File: config.mk
export PLATFORM = sky130hd
export DESIGN_NAME = multiplier_n_bits_seq
export DESIGN_NICKNAME = d
export VERILOG_FILES = /design/src/rtl/multiplier_n_bits_seq_pkg.sv /design/src/rtl/multiplier_n_bits_seq_operand_buffer_reg.sv /design/src/rtl/multiplier_n_bits_seq.sv
export SDC_FILE = /design/constraint.sdc
export NUM_CORES = 1
export LEC_CHECK = 0
export BUFFER_PORTS_ARGS = -buffer_cell sky130_fd_sc_hd__buf_2
export CORE_MARGIN = 2
export CORE_UTILIZATION = 45
export CTS_BUF_LIST = sky130_fd_sc_hd__clkbuf_16
export CTS_CLUSTER_DIAMETER = 80
export DETAILED_ROUTE_END_ITERATION = 7
export GPL_TIMING_DRIVEN = 0
export PLACE_DENSITY_LB_ADDON = 0.15
export SYNTH_ARGS = -nofsm -noshare
export SYNTH_HDL_FRONTEND = slang
export SYNTH_SLANG_ARGS = --single-unit
File: constraint.sdc
create_clock -name i_clk -period 2.1 [get_ports i_clk]
set_input_delay 0.525 -clock i_clk [delete_from_list [all_inputs] [get_ports i_clk]]
set_output_delay 0.525 -clock i_clk [all_outputs]
set_load 0.1 [all_outputs]
File: src/rtl/multiplier_n_bits_seq_pkg.sv
// Shared types and constants for the sequential shift-add multiplier.
package mult_pkg;

    // Default operand width in bits; the product is twice this width.
    localparam int MULT_W_DEFAULT = 8;

    // Control states of the iterative multiplier.
    typedef enum logic [1:0] {
        IDLE   = 2'd0,
        RUN    = 2'd1,
        FINISH = 2'd2
    } mult_state_t;

endpackage : mult_pkg

File: src/rtl/multiplier_n_bits_seq_operand_buffer_reg.sv
// Operand buffer: W-bit register with load enable and async active-low reset.
module operand_buffer_reg
    import mult_pkg::*;
#(
    parameter int W = MULT_W_DEFAULT
) (
    input  logic         i_clk,
    input  logic         i_rst_n,
    input  logic         i_load,
    input  logic [W-1:0] i_d,
    output logic [W-1:0] o_q
);

    logic [W-1:0] r_q;

    // Capture the data bus whenever load is asserted, independent of any operation.
    always_ff @(posedge i_clk or negedge i_rst_n) begin
        if (!i_rst_n) begin
            r_q <= '0;
        end else if (i_load) begin
            r_q <= i_d;
        end
    end

    assign o_q = r_q;

endmodule : operand_buffer_reg

File: src/rtl/multiplier_n_bits_seq.sv
// Sequential radix-2 shift-add multiplier with double-buffered operands.
// A start pulse in IDLE copies the buffers into working registers, RUN
// iterates N times, FINISH publishes the product and pulses done.
// Optional build macro MULT_SIGNED_EN adds i_signed_mode for two's-complement
// operands (magnitudes multiplied, sign applied when the result is written).
module multiplier_n_bits_seq
    import mult_pkg::*;
#(
    parameter int N = MULT_W_DEFAULT
) (
    input  logic           i_clk,
    input  logic           i_rst_n,
    input  logic [N-1:0]   i_data_in,
    input  logic           i_load_a,
    input  logic           i_load_b,
    input  logic           i_start,
`ifdef MULT_SIGNED_EN
    input  logic           i_signed_mode,
`endif
    output logic           o_busy,
    output logic           o_done,
    output logic [2*N-1:0] o_result,
    output logic [N-1:0]   o_op_a,
    output logic [N-1:0]   o_op_b
);

    localparam int CNT_W = $clog2(N);

    // Operand buffers; loads only ever touch these, never the working registers.
    logic [N-1:0] w_op_a;
    logic [N-1:0] w_op_b;

    operand_buffer_reg #(.W(N)) u_buf_a (
        .i_clk   (i_clk),
        .i_rst_n (i_rst_n),
        .i_load  (i_load_a),
        .i_d     (i_data_in),
        .o_q     (w_op_a)
    );

    operand_buffer_reg #(.W(N)) u_buf_b (
        .i_clk   (i_clk),
        .i_rst_n (i_rst_n),
        .i_load  (i_load_b),
        .i_d     (i_data_in),
        .o_q     (w_op_b)
    );

    // Magnitudes fed to the iterative datapath and the sign of the product.
    // The magnitude of the most negative value still fits as unsigned N bits.
    logic [N-1:0] w_abs_a;
    logic [N-1:0] w_abs_b;
    logic         w_sign;

`ifdef MULT_SIGNED_EN
    assign w_abs_a = (i_signed_mode && w_op_a[N-1]) ? (-w_op_a) : w_op_a;
    assign w_abs_b = (i_signed_mode && w_op_b[N-1]) ? (-w_op_b) : w_op_b;
    assign w_sign  = i_signed_mode && (w_op_a[N-1] ^ w_op_b[N-1]);
`else
    assign w_abs_a = w_op_a;
    assign w_abs_b = w_op_b;
    assign w_sign  = 1'b0;
`endif

    mult_state_t      r_state;
    logic [2*N-1:0]   r_mcand;
    logic [N-1:0]     r_mplier;
    logic [2*N-1:0]   r_acc;
    logic [CNT_W-1:0] r_cnt;
    logic             r_sign;
    logic             r_busy;
    logic             r_done;
    logic [2*N-1:0]   r_result;

    // Control FSM and datapath; busy/done/result are registered outputs.
    always_ff @(posedge i_clk or negedge i_rst_n) begin
        if (!i_rst_n) begin
            r_state  <= IDLE;
            r_mcand  <= '0;
            r_mplier <= '0;
            r_acc    <= '0;
            r_cnt    <= '0;
            r_sign   <= 1'b0;
            r_busy   <= 1'b0;
            r_done   <= 1'b0;
            r_result <= '0;
        end else begin
            case (r_state)
                IDLE: begin
                    r_done <= 1'b0;
                    if (i_start) begin
                        r_mcand  <= {{N{1'b0}}, w_abs_a};
                        r_mplier <= w_abs_b;
                        r_acc    <= '0;
                        r_cnt    <= '0;
                        r_sign   <= w_sign;
                        r_busy   <= 1'b1;
                        r_state  <= RUN;
                    end
                end
                RUN: begin
                    if (r_mplier[0]) begin
                        r_acc <= r_acc + r_mcand;
                    end
                    r_mcand  <= r_mcand << 1;
                    r_mplier <= r_mplier >> 1;
                    r_cnt    <= r_cnt + CNT_W'(1);
                    // The iteration that sees cnt == N-1 is the N-th and last one.
                    if (r_cnt == CNT_W'(N - 1)) begin
                        r_state <= FINISH;
                    end
                end
                FINISH: begin
                    r_result <= r_sign ? (-r_acc) : r_acc;
                    r_done   <= 1'b1;
                    r_busy   <= 1'b0;
                    r_state  <= IDLE;
                end
                default: begin
                    r_state <= IDLE;
                    r_busy  <= 1'b0;
                    r_done  <= 1'b0;
                end
            endcase
        end
    end

    assign o_busy   = r_busy;
    assign o_done   = r_done;
    assign o_result = r_result;
    assign o_op_a   = w_op_a;
    assign o_op_b   = w_op_b;

endmodule : multiplier_n_bits_seq

=== Yosys cells after proc, flatten, opt, wreduce, memory -nomap -nowiden ===
Index checks and enable logic that the tools add are counted.

* Bits in registers: 79
* Bits of input ports: 13
* Output and inout port bits: 34

* Add/sub/neg operators: 2
* Equality and inequality tests: 6
* Mux-type cells: 15
* Bitwise gates (word level): 1
* Reduce and logical (&&, ||, !) cells: 6

{| class="wikitable"
|+ Operator list
! kind !! count
|-
| one-hot mux 16 bit (2 select lines) || 2
|-
| two-way mux 16 bit || 3
|-
| adder 16 bit || 1
|-
| one-hot mux 8 bit (2 select lines) || 1
|-
| two-way mux 8 bit || 1
|-
| inequality test 2 bit (second input constant) || 3
|-
| one-hot mux 3 bit (2 select lines) || 1
|-
| AND reduction 2 bit || 3
|-
| two-way mux 2 bit || 2
|-
| one-hot mux 1 bit (2 select lines) || 2
|-
| one-hot mux 2 bit (2 select lines) || 1
|-
| adder 3 x 1 -> 3 bit (second input constant) || 1
|-
| equality test 3 bit (second input constant) || 1
|-
| two-way mux 3 bit || 1
|-
| AND reduction 3 bit || 1
|-
| equality test 2 x 1 -> 1 bit (second input constant) || 1
|-
| equality test 2 bit (second input constant) || 1
|-
| zero test 2 bit || 1
|-
| nonzero test 2 bit || 1
|-
| two-way mux 1 bit || 1
|-
| inverter 1 bit || 1
|}

=== Logic depth before layout (Yosys ltp) ===
Gate-level depths: netlist (run 1).

* Depth in word-level cells: 3
* Mapped depth: 9

=== Hierarchy ===
Synthesis (run 1) repeated with hierarchy kept, for this count alone.

* Cells, all modules: 352
* Area total of the unflattened synthesis: 3854.9 µm²

{| class="wikitable"
|+ Modules (own cells, without submodules)
! module !! times used !! cells each !! area an instance (µm²) !! sequential area each (µm²)
|-
| multiplier_n_bits_seq || 1 || 318 || 3191.8 || 1576.5
|-
| operand_buffer_reg || 2 || 17 || 331.6 || 200.2
|}

=== Worst setup path after synthesis (run 1) ===
Ideal clock, no wire load.

* Path type: flip-flop to flip-flop
* Start: register r_mcand[0]
* End: register r_acc[8]
* Setup time: 122 ps
* Arrival: 2187 ps
* Path slack: -209 ps
* Stages on the path, launching flop included: 10
* Cell sequence: dfrtp_1 -> ha_1 -> inv_1 -> fa_1 -> nor2b_4 -> o31a_1 -> o31a_1 -> o21a_1 -> or3_1 -> a32o_1

* Cells in the longest elaborated chain, start to end: 3

{| class="wikitable"
|+ RTL lines
! item !! RTL line !! RTL
|-
| from (decl) || multiplier_n_bits_seq.sv:66 || <nowiki>logic [2*N-1:0] r_mcand;</nowiki>
|-
| from (signal assigned) || multiplier_n_bits_seq.sv:92 || <nowiki>r_mcand <= {{N{1'b0}}, w_abs_a};</nowiki>
|-
| from (signal assigned) || multiplier_n_bits_seq.sv:105 || <nowiki>r_mcand <= r_mcand << 1;</nowiki>
|-
| adder 16 bit || multiplier_n_bits_seq.sv:103 || <nowiki>r_acc <= r_acc + r_mcand;</nowiki>
|-
| two-way mux 16 bit || multiplier_n_bits_seq.sv:102 || <nowiki>if (r_mplier[0]) begin</nowiki>
|-
| one-hot mux 16 bit (2 select lines) || multiplier_n_bits_seq.sv:88 || <nowiki>case (r_state)</nowiki>
|-
| to (signal assigned) || multiplier_n_bits_seq.sv:103 ||
|-
| to (decl) || multiplier_n_bits_seq.sv:68 || <nowiki>logic [2*N-1:0] r_acc;</nowiki>
|}

No other way between the ends. The select of a mux whose other input is x is not followed.
A chain may end at the register's enable or synchronous reset.

=== Worst setup path after layout (run 1) ===
Same ends and word-level chain as after synthesis.

==> flow_metrics.py, run 1 <==
metrics = {
    "logic_synthesis": {
        "ys.flop_type": "dfrtp_1",
        "synth-async-reset-ratio": 1.00,
        "ys_seq_elements": 79,
        "yosys.area.top_type": "dfrtp_1",
        "synth_warnings": 0,
        "syn-cell-area_mm2": 0.00387,
        "synth_top_area_share": 0.511,
        "syn_nets": 380,
        "synthTopCellsByArea": "dfrtp_1 (51%), mux2_2 (9.0%), ha_1 (5.5%), mux2i_1 (3.9%), nand2_1 (3.9%)",
        "synth_edf_count": 0,
        "ys_seq_area_frac": 0.511,
        "syn-instance-count": 349,
        "syn-mean-instance-area_um2": 11.1,
        "synth.distinct_cells": 44,
    },
    "finish": {
        "diodes": 0,
        "final_nets": 443,
        "final_common_cell": "dfrtp_1",
        "syn_to_final_growth_pct": 21.7,
        "post_route_cells_drive_above_1_share": 0.290,
        "fin_util": 0.570,
        "final_cell_mix": "dfrtp_1 (78), buf_2 (46), nand2_1 (40)",
    },
    "setup_path": {
        "cp.required_ps": 2330,
        "crit_chain": "ha_4, inv_2, fa_2, nor2b_4, o31a_1, o31a_1, o21a_2, or3_1, a32o_1",
        "path_class": "flip-flop to flip-flop",
        "path_delay_family": "compound AO/OA/AOI/OAI gates",
        "cpMostUsedCell": "o31a_1",
        "critical_path.max_fanout": 2,
        "worst_setup_path_start_kind": "flip-flop",
        "cp_data_arrival_time_ps": 2590,
        "path_buf_inv": 1,
        "endpoint_kind": "flip-flop",
        "reg2reg_from": "r_mcand[0]",
        "startpoint": "r_mcand[0]",
        "cp_slowest_cell": "dfrtp_2",
        "cpPeakStageDelay_ps": 450,
    },
    "detailed_routing": {
        "vias": 2918,
        "wl_per_cell_um": 16.9,
        "drt-pass1-iter-count": 4,
        "wl_um": 8830,
        "drcViolationCount": 0,
        "drt-vias-per-instance": 5.59,
        "drtIter0Drc": 110,
        "antenna_left": 0,
    },
    "sta": {
        "clock_skew_ps": 4.99,
        "slew_violations": 0,
        "setup_viol": 3,
        "hold_viol": 0,
        "final.period_utilization": 1.13,
        "fin_ws_ps": -266,
        "min_period_ps": 2370,
        "tightest_slew_ps": 536,
        "fmax_ghz": 0.423,
        "relSlewSlack": 0.643,
        "rsz0062_at_grt": "true",
    },
    "die": {
        "start_util": 0.469,
        "die_h_um": 96.7,
        "core_mm2": 0.00826,
        "row_count": 33,
        "dieArea_mm2": 0.00936,
        "io_pins": 47,
        "dieWidth_um": 96.7,
    },
    "global_routing": {
        "grt_pass1_wl_um": 14900,
        "grt_pass1_vias": 2945,
        "antenna_found_initial": 0,
        "grt_usage": 0.197,
        "grt_overflow_total": 0,
        "grt_max_degree": 52,
    },
    "run": {
        "maxCapViolations": 0,
    },
    "cts": {
        "h-tree-depth": 3,
        "clock_path_buffers": 2,
        "clockRootBuffer": "clkbuf_16",
        "cts_sinks": 79,
        "cts_tree": "done",
        "clk_pin_slew_worst_paths_ps": 60,
        "clk-insertion-delay-late_ps": 340,
        "cts-buffers-inserted": 9,
        "ctsHoldBuffers": 0,
    },
    "status": {
        "status": "complete, but fails checks",
        "failed_checks": "setup timing",
    },
    "placement": {
        "hpwlAfterDp_um": 6030,
        "gp_congestion": 0.850,
        "numPortBuffers": 44,
    },
    "min_path": {
        "hold_class": "input pin to asynchronous set/reset pin",
    },
}
==> worst paths after layout <==
kind / end / slack [ps] / depth (start not counted)
setup reg to reg: r_acc[8] / -270 / 9
max in group asynchronous: r_mcand[0] / 1410 / 2
hold reg to reg: r_mplier[5] / 480 / 2
hold / removal: o_done / 110 / 1
setup / recovery: r_acc[8] / -270 / 9
min in group i_clk: u_buf_b.o_q[2] / 420 / 2
==> state kept, by name, indices dropped and copies added, names as in the netlist <==
signal	count
o_busy	1
o_done	1
o_result	16
r_acc	16
r_cnt	3
r_mcand	16
r_mplier	8
r_state	2
u_buf_a.o_q	8
u_buf_b.o_q	8
==> through the flow <==
step | setup WS, ps | cells | area (um2) | hold WS, ps | setup TNS [ps]
6_report | -266 | 522 | 4710 | 109 | -571
5_1_grt | -336 | 522 | 4710 | 137 | -1030
4_1_cts | -255 | 522 | 4690 | 119 | -569
3_5_place_dp | -415 | 499 | 4260 | 471 | -2830
3_3_place_gp | -383 | 498 | 4230 | 454 | -9450
2_1_floorplan | -172 | 349 | 3870 | 229 | -172
==> synthesized netlist by cell type, drive strengths merged, types with 5 or more instances <==
cell type,count
dfrtp,79
nand2,40
o21ai,37
mux2,31
a21oi,17
ha,17
mux2i,15
a22o,13
clkbuf,13
nor2b,8
nand2b,7
a21o,6
inv,5
nand3,5
nor3b,5
==> area by class of cell <==
cell class / instances / area [um2]
Clock buffer: 9 / 225
Sequential cell: 79 / 1980
Multi-Input combinational cell: 248 / 1860
Inverter: 5 / 18.8
Buffer: 14 / 61.3
Timing Repair Buffer: 55 / 329
Tap cell: 105 / 131
Fill cell: 728 / 3550
Clock inverter: 7 / 103
==> cell families after synthesis <==
| logic type | share of synthesized area |
|---|---|
| AO/OA/AOI/OAI | 0.158 |
| AND/OR/NAND/NOR | 0.111 |
| flip-flops | 0.511 |
| multiplexers | 0.129 |
| buffers and inverters | 0.0220 |
| adder cells (fa/ha/maj) | 0.0601 |
| XOR/XNOR | 0.00905 |
==> metal layers <==
metal | routed length (um) | GRT usage
met3 | 397 | 0.0470
met4 | 110 | 0.0693
met1 | 4050 | 0.251
met2 | 4270 | 0.330
met5 | 0 | 0
==> repair_timing <==
action	4_1_cts	5_1_grt
setup endpoints to repair	14	23
setup buffers	8	2
gates resized for setup	15	8
pin swaps	7	2
Power of run 1 is left out: the tool's default activity adds up to more than one toggle a clock period on the data nets, which glitch-free logic cannot reach.
==> inputs of run 2 (changes only) <==
- SYNTH_HIERARCHICAL: unset -> 1
==> run 2 against run 1 <==
Effect of this change:
- the run still ends with setup timing left
- count of clock-buffer cells in the layout unchanged
- sequential cell count unchanged
- first-iteration DRC count increased by 28%
- critical path depth unchanged
- synthesized cell count increased by 0.86%
- setup slack improved by 230 ps
- sequential share of layout area decreased by 1.7 points
- global-route usage increased by 0.31 points
- critical path type unchanged
- highest routed layer unchanged
==> flow_metrics.py, run 2 <==
metrics = {
    "status": {
        "status": "complete, but fails checks",
        "failed_checks": "setup timing",
    },
    "cts": {
        "clk_pin_slew_worst_paths_ps": 60,
        "clock_path_buffers": 2,
        "clockRootBuffer": "clkbuf_16",
        "clk-insertion-delay-late_ps": 330,
        "cts-buffers-inserted": 9,
        "cts_tree": "done",
        "h-tree-depth": 3,
        "cts_sinks": 79,
    },
    "logic_synthesis": {
        "synth_warnings": 6,
        "synth_top_area_share": 0.513,
        "synth_common_cells": "dfrtp_1 (79), nand2_1 (49), o21ai_0 (34)",
        "synth.distinct_cells": 41,
        "ys.flop_type": "dfrtp_1",
        "syn_nets": 383,
        "syn-cell-area_mm2": 0.00385,
        "ys_seq_elements": 79,
        "syn-mean-instance-area_um2": 11.0,
        "syn-instance-count": 352,
        "synth-async-reset-ratio": 1.00,
        "synth_edf_count": 0,
        "synthTopCellsByArea": "dfrtp_1 (51%), mux2_4 (6.2%), ha_1 (5.5%), nand2_1 (4.8%), mux2_2 (4.7%)",
        "ys_seq_area_frac": 0.513,
        "yosysMostFrequentCell": "dfrtp_1",
        "yosys.area.top_type": "dfrtp_1",
    },
    "sta": {
        "min_period_ps": 2140,
        "fin_ws_ps": -40.5,
        "fin_setup_tns_ps": -51.5,
        "final.period_utilization": 1.02,
        "clock_skew_ps": 9.22,
        "setup_viol": 2,
        "fmax_ghz": 0.467,
        "tightest_slew_ps": 579,
        "relSlewSlack": 0.614,
        "hold_viol": 0,
        "rsz0062_at_grt": "true",
        "slew_violations": 0,
        "holdWs_ps": 121,
    },
    "die": {
        "row_count": 33,
        "dieWidth_um": 96.6,
        "dieArea_mm2": 0.00932,
        "io_pins": 47,
        "core_mm2": 0.00826,
        "start_util": 0.467,
        "die_h_um": 96.6,
    },
    "placement": {
        "numPortBuffers": 44,
        "hpwlAfterDp_um": 5760,
        "gp_congestion": 0.866,
    },
    "detailed_routing": {
        "drcViolationCount": 0,
        "drtIter0Drc": 141,
        "vias": 2891,
        "wl_per_cell_um": 15.9,
        "wl_um": 8510,
        "antenna_left": 0,
        "drt-pass1-iter-count": 4,
        "drt-vias-per-instance": 5.39,
    },
    "setup_path": {
        "endpoint_kind": "flip-flop",
        "reg2reg_from": "r_mcand[8]",
        "critical_path.max_fanout": 4,
        "cp_data_arrival_time_ps": 2390,
        "reg2reg_slack_ps": -40,
        "path_class": "flip-flop to flip-flop",
        "rr_worst_depth": 9,
        "rr_endpoint": "r_acc[15]",
        "worst_setup_path_start_kind": "flip-flop",
        "cp.required_ps": 2350,
        "startpoint": "r_mcand[8]",
    },
    "global_routing": {
        "grt_usage": 0.200,
        "grt_pass1_wl_um": 14200,
        "grt_max_degree": 51,
        "grt_pass1_vias": 2809,
        "antenna_found_initial": 0,
        "grt_overflow_total": 0,
    },
    "finish": {
        "fill_cells": 723,
        "final_cell_mix": "dfrtp_1 (77), nand2_1 (48), buf_2 (45)",
        "multi_input_area_mm2": 0.00197,
        "final_nets": 457,
        "regArea_mm2": 0.00198,
        "post_route_cells_drive_above_1_share": 0.353,
        "syn_to_final_growth_pct": 27.4,
        "diodes": 0,
        "final_common_cell": "dfrtp_1",
        "fin_util": 0.595,
    },
    "min_path": {
        "hold_class": "input pin to asynchronous set/reset pin",
    },
    "run": {
        "maxCapViolations": 0,
    },
}
==> run 2: worst max-delay path by stage <==
stage          slack (ps)  cells after the start         to
6_report              -40                      9  r_acc[15]
5_1_grt              -130                      7  r_acc[15]
4_1_cts               0.4                      7  r_acc[15]
3_5_place_dp         -290                      8   r_acc[9]
3_3_place_gp         -250                      8   r_acc[9]
2_1_floorplan          50                      8  r_acc[15]
==> run 2: cells by family (layout without fill, tap and decap cells) <==
| family | after synthesis | count (layout) | share of synthesized area |
|---|---|---|---|
| compound gates | 79 | 79 | 0.122 |
| flops | 79 | 79 | 0.513 |
| xor+xnor | 12 | 12 | 0.0273 |
| fa+ha+maj | 18 | 18 | 0.0604 |
| simple gates | 95 | 95 | 0.105 |
| mux | 45 | 45 | 0.143 |
| buf+inv | 24 | 103 | 0.0299 |
==> run 2: area by class of cell <==
type                    instances  area share
plain buffers                  15      0.0150
clock buffers                   9      0.0459
clock inverters                 7      0.0199
inverters                       7     0.00535
multi-input cells             249       0.402
flip-flops and latches         79       0.403
well taps                     105      0.0268
repair buffers                 65      0.0823
==> run 2: layer usage <==
metal  wire (um)  global-route usage  up-vias
met5           0                   0        -
met4         149              0.0751        0
met3         295              0.0489       13
met2        3930               0.293       61
met1        4140               0.289     1433
li1            -                   -     1384
==> run 2: through the flow <==
stage	instance area (um2)	worst slack, ps	instances
6_report	4910	-40.5	536
3_3_place_gp	4210	-253	501
5_1_grt	4910	-131	536
3_5_place_dp	4240	-293	502
4_1_cts	4770	0.446	527
2_1_floorplan	3850	46.6	352
==> run 2: what timing repair did <==
item	in CTS	in global routing
buffers inserted	11	9
hold buffers	0	0
pin swaps	12	15
setup endpoints to repair	9	7
resized for setup	27	22
==> run 2: critical path, stage by stage, from the launching register on <==
cell and delay (ps):
dfrtp_1 410, ha_4 270, buf_6 120, nand2_2 60, nor2_2 50, o41ai_4 390, nor3_2 100, or3_4 370
and2_4 160, o211ai_2 130
Power of run 2 is left out for the same reason.
